`src/rtl/hilo_unit.sv`:
```
// hilo_unit: HI/LO result stage behind the signed 32x32 multiplier.
// A MULT issue captures the 64-bit product into a staging register and holds
// it for MPY_LAT cycles before committing it to the architectural HI/LO.
// MFHI/MFLO/MTHI/MTLO are serviced here, and requests arriving while a
// multiply is outstanding are stalled.
//
// Build option: define HILO_FWD_EN to forward the staged product to MFHI/MFLO
// during the commit cycle instead of stalling them for that cycle.
//
// state | meaning
// ------+--------------------------------------------------------------
// IDLE  | no multiply outstanding; MT writes and MF reads execute
// BUSY  | product staged; cnt counts down; commit to HI/LO when cnt==0

module hilo_unit #(
   parameter int unsigned MPY_LAT = 4
) (
   input  logic        clk,
   input  logic        reset,
   input  logic        start,
   input  logic [31:0] Y_hi,
   input  logic [31:0] Y_lo,
   input  logic        mthi,
   input  logic        mtlo,
   input  logic [31:0] wr_data,
   input  logic        mfhi,
   input  logic        mflo,
   output logic [31:0] HI,
   output logic [31:0] LO,
   output logic [31:0] rd_data,
   output logic        busy,
   output logic        stall
);

   // A 3-bit down-counter covers latencies 1..8 (load value MPY_LAT-1).
   if (MPY_LAT < 1 || MPY_LAT > 8) begin : g_lat_check
      $error("hilo_unit: MPY_LAT must be in 1..8");
   end

   localparam logic [2:0] CNT_INIT = 3'(MPY_LAT - 1);

   typedef enum logic {
      IDLE = 1'b0,
      BUSY = 1'b1
   } state_t;

   state_t      state_q, state_d;
   logic [2:0]  cnt_q,   cnt_d;
   logic [63:0] staging_q, staging_d;
   logic [31:0] hi_q,    hi_d;
   logic [31:0] lo_q,    lo_d;

   logic        commit;
   logic        rd_req;
   logic        rd_stall;
   logic        wr_stall;

   assign commit = (state_q == BUSY) && (cnt_q == 3'd0);
   assign rd_req = mfhi | mflo;

   // State, counter, staging and architectural registers.
   always_ff @(posedge clk or negedge reset) begin
      if (!reset) begin
         state_q   <= IDLE;
         cnt_q     <= 3'd0;
         staging_q <= 64'd0;
         hi_q      <= 32'd0;
         lo_q      <= 32'd0;
      end else begin
         state_q   <= state_d;
         cnt_q     <= cnt_d;
         staging_q <= staging_d;
         hi_q      <= hi_d;
         lo_q      <= lo_d;
      end
   end

   // Next-state: accept MULT or MT writes in IDLE, count down and commit in BUSY.
   always_comb begin
      state_d   = state_q;
      cnt_d     = cnt_q;
      staging_d = staging_q;
      hi_d      = hi_q;
      lo_d      = lo_q;
      unique case (state_q)
         IDLE: begin
            if (start) begin
               // start wins over a same-cycle MTHI/MTLO, which is dropped
               staging_d = {Y_hi, Y_lo};
               cnt_d     = CNT_INIT;
               state_d   = BUSY;
            end else begin
               if (mthi) hi_d = wr_data;
               if (mtlo) lo_d = wr_data;
            end
         end
         BUSY: begin
            if (cnt_q != 3'd0) begin
               cnt_d = cnt_q - 3'd1;
            end else begin
               hi_d    = staging_q[63:32];
               lo_d    = staging_q[31:0];
               state_d = IDLE;
            end
         end
         default: begin
            state_d = IDLE;
         end
      endcase
   end

   assign busy = (state_q == BUSY);

   // Stall generation; reads may bypass the commit cycle when forwarding is built in.
   always_comb begin
      wr_stall = busy & (start | mthi | mtlo);
`ifdef HILO_FWD_EN
      rd_stall = busy & ~commit & rd_req;
`else
      rd_stall = busy & rd_req;
`endif
      stall = wr_stall | rd_stall;
   end

   // Read mux: mfhi has priority over mflo; nothing is returned while in reset.
   always_comb begin
      rd_data = 32'd0;
      if (reset) begin
`ifdef HILO_FWD_EN
         if (commit) begin
            if (mfhi)      rd_data = staging_q[63:32];
            else if (mflo) rd_data = staging_q[31:0];
         end else begin
            if (mfhi)      rd_data = hi_q;
            else if (mflo) rd_data = lo_q;
         end
`else
         if (mfhi)      rd_data = hi_q;
         else if (mflo) rd_data = lo_q;
`endif
      end
   end

   assign HI = hi_q;
   assign LO = lo_q;

endmodule

```
`config.mk`:
```
export PLATFORM = sky130hd
export DESIGN_NAME = hilo_unit
export DESIGN_NICKNAME = d
export VERILOG_FILES = /design/src/rtl/hilo_unit.sv
export SDC_FILE = /design/constraint.sdc
export NUM_CORES = 1
export LEC_CHECK = 0
export ABC_AREA = 1
export BUFFER_PORTS_ARGS = -buffer_cell sky130_fd_sc_hd__buf_2
export CORE_MARGIN = 1.5
export CORE_UTILIZATION = 45
export DETAILED_ROUTE_END_ITERATION = 6
export GPL_TIMING_DRIVEN = 1
export PLACE_DENSITY_LB_ADDON = 0.25
export SYNTH_ARGS = -nofsm -noshare
export SYNTH_HDL_FRONTEND = slang
export SYNTH_SLANG_ARGS = --single-unit
```
`constraint.sdc`:
```
create_clock -name clk -period 1.9 [get_ports clk]
set_input_delay 0.095 -clock clk [delete_from_list [all_inputs] [get_ports clk]]
set_output_delay 0.095 -clock clk [all_outputs]
set_load 0.1 [all_outputs]
```
==> metrics.md <==
| Metric | Value |
|---|---|
| Layout cells sized above 1 | 0.2633 |
| Crit path to | stall |
| Area growth from synthesis to layout | 51.47% |
| Multi-input logic area | ~3200 um2 |
| Clock transition at path regs | about 0.06 ns |
| CTS tree | done |
| Via density | between 5 and 6 |
| CTS resizes | 0 |
| Clk_skew | 0.009064 ns |
| RSZ-0062 raised after global routing | no |
| Sequential-to-total area share from yosys stat | 0.5112 |
| Vias in the first global route | between 6k and 7k |
| DR vias | roughly 6.8k |
| Routed wire length | 20830 um |
| PnR worst setup slack | 0.1027 ns |
| Setup TNS | 0 ns |
| Mapped Area | between 6000 and 7000 um2 |
| Pleak | about 0.0052 uW |
| Dpl ws | ~0.19 ns |
| CP Max Fanout | 27 |
| FMAX | around 560 MHz |
| Met3 Resource Use GR | 0.07388 |
| Row cnt | 43 |
| DRC Markers | 0 |
| Die width | between 100 and 150 um |
| GPL Wtd Cong | roughly 0.86 |
| Max VDD drop | about 1700 uV |
| Met2 usage | 0.4788 |
| Final hold vios | 0 |
| Initial Util | 0.4637 |
| DRT antenna net count | 0 |
| Tightest Hold Check Type | in2reg |
| Register area | 3304 um2 |
| 1st-iter DRT viols | 644 |
| Initial antenna violation count | 4 |
| Largest net degree at the start of global routing | 133 |
| Slew HR | 0.5018 |
| P per Cell Area | about 2100 nW/um2 |
| Grt met1 use | 0.3580 |
| Post-synth cell types | 22 |
| Warnings, synthesis | 0 |
| Register-to-register setup slack | between 0.15 and 0.2 ns |
| Reg2Reg Depth | 9 |
| Die H | 122.8 um |
| HPWL Detailed | about 13000 um |
| Layout Utilization | 0.7023 |
| Net count after synthesis | 970 |
| Fin. max-slew vios | 0 |
| Final Net Count | approximately 1.2k |
| Total track usage | 0.2877 |
| Synth Register Bits | between 100 and 150 |
| Status | completed |
| FF-to-FF Start | cnt_q[0] |
| CP Launch Point | busy |
| Post-DR wirelength/cell | between 15 and 20 um |
| Initial DRT Pass Iterations | 6 |
| GRT busiest layer | met2 |
| Gr ovfl total | 0 |
| I/O Pins | about 200 |
| Startpoint types | flop |
| Clk sink count | 132 |
| Period Utilization, post-route | 0.9459 |
| Root buf cell | clkbuf_16 |
| Core Area | about 14000 um2 |
| Setup Buffers After CTS | 0 |
| Hold Buf Count CTS | 66 |
| Worst-case clock buffer depth | 2 |
| Fillers | ~1.1k |
| Critical Path RT | around 1.8 ns |
| Min cycle time layout | ~1.8 ns |
| Die ar. | around 15000 um2 |
| Max cap viols | 0 |
| Number of CTS-inserted buffers | 17 |
| Clk_lat worst skew | 0.43 ns |
| Slew @ Worst Pin | between 0.7 and 0.8 ns |
| Setup violators final | 0 |
| Kind of end point of the critical path | primary output |
| Max H-tree Level | 4 |
| R2R Path End | HI[29] |
| Syn_area_per_cell | about 7.5 um2 |
| Crit path DAT | ~1.7 ns |
| CP Class | reg2out |
| I/O Buffers | 200 |
| Mapped Cells | around 870 |
| First-pass GRT wire length | ~33000 um |
==> worst min path at each step <==
stage               slack [ns]        from            end  depth (start not counted)
floorplan                -0.20       reset          HI[0]                          0
global placement          0.27       reset  staging_q[33]                          2
detailed placement        0.26       reset  staging_q[33]                          2
CTS                     0.0002  wr_data[4]          LO[4]                          5
global route              0.03  wr_data[3]          HI[3]                          5
finish                   0.008  wr_data[4]          HI[4]                          5
==> where the power goes <==
group / switching [uW] / internal, uW
Clock: 1220 / 2360
Sequential: 913 / 4130
Combinational: 9070 / 2840
==> critical path, cell delays in order, from the launching register on <==
cell and delay [ns]:
dfrtp_2 0.42, clkinv_2 0.20, buf_4 0.30, a21oi_4 0.17, buf_12 0.19
==> routing by layer <==
layer  vias up  share of wire  wire (um)
met1      3171           0.40       8356
met3        50          0.070       1449
met5         -              0          0
li1       3229              -          -
met2       301           0.50      10510
met4         0          0.024        509
==> cells by family (layout without fill, tap and decap cells) <==
logic type               after synthesis  after routing  share of synthesized area
AO/OA/AOI/OAI                         36             36                    0.02847
adder cells (fa/ha/maj)                2              2                   0.003872
buffers and inverters                 70            329                    0.05771
flip-flops                           132            132                     0.5112
other                                  0              3                          0
AND/OR/NAND/NOR                      625            625                     0.3987
==> layout by cell type, fill, tap and decap left out, types with 2 or more instances in the layout <==
| cell type | count |
|---|---|
| nand2_1 | 486 |
| buf_2 | 165 |
| dfrtp_1 | 131 |
| nand3_1 | 128 |
| dlygate4sd3_1 | 66 |
| buf_12 | 39 |
| a21oi_4 | 33 |
| clkbuf_16 | 17 |
| buf_4 | 17 |
| inv_1 | 7 |
| clkinv_2 | 6 |
| clkbuf_8 | 5 |
| bufinv_16 | 4 |
| diode_2 | 3 |
| nor2_4 | 3 |
| nor2_1 | 3 |
| nand3_4 | 2 |
| ha_1 | 2 |
==> registers in the layout, indices dropped and copies added, names as in the netlist <==
signal	flops
HI	32
LO	32
busy	1
cnt_q	3
staging_q	64
==> cells in the mapped netlist <==
| library cell | count | area [um2] |
|---|---|---|
| clkbuf_1 | 11 | 41.29 |
| inv_2 | 1 | 3.750 |
| nor2_1 | 3 | 11.26 |
| buf_2 | 37 | 185.2 |
| nor2_8 | 1 | 20.02 |
| nand2_4 | 1 | 11.26 |
| o21ai_0 | 1 | 5.000 |
| nand3_4 | 2 | 35.03 |
| ha_1 | 2 | 25.02 |
| nor2_4 | 2 | 22.52 |
| a21oi_1 | 33 | 165.2 |
| o22ai_1 | 1 | 6.260 |
| buf_6 | 7 | 78.83 |
| dfrtp_1 | 132 | 3303 |
| o21a_1 | 1 | 7.510 |
| nor3_1 | 1 | 5.000 |
| buf_4 | 3 | 22.52 |
| buf_1 | 3 | 11.26 |
| nor2_2 | 1 | 6.260 |
| inv_1 | 8 | 30.03 |
| nand2_1 | 486 | 1824 |
| nand3_1 | 128 | 640.6 |
==> final cells by class <==
cell class                 count  area share
timing repair buffer         288      0.2458
antenna                        3   0.0007671
tap                          180     0.02301
sequential                   132      0.3376
inverter                       9    0.003707
clock buffer                  23     0.05088
multi-input combinational    663      0.3231
clock inverter                 9     0.01509
==> metrics by stage <==
| step | cell area, um2 | hold WS [ns] | total power, uW | cells |
|---|---|---|---|---|
| after floorplan | 6834 | -0.2006 | 14170 | 865 |
| after global placement | 8473 | 0.2707 | 16640 | 1206 |
| after detailed placement | 8473 | 0.2648 | 16800 | 1206 |
| after CTS | 9779 | 0.0001558 | 20540 | 1304 |
| after global routing | 9787 | 0.02557 | 21690 | 1307 |
| final | 9787 | 0.008324 | 20530 | 1307 |
Power figures use the tool's default switching activity.
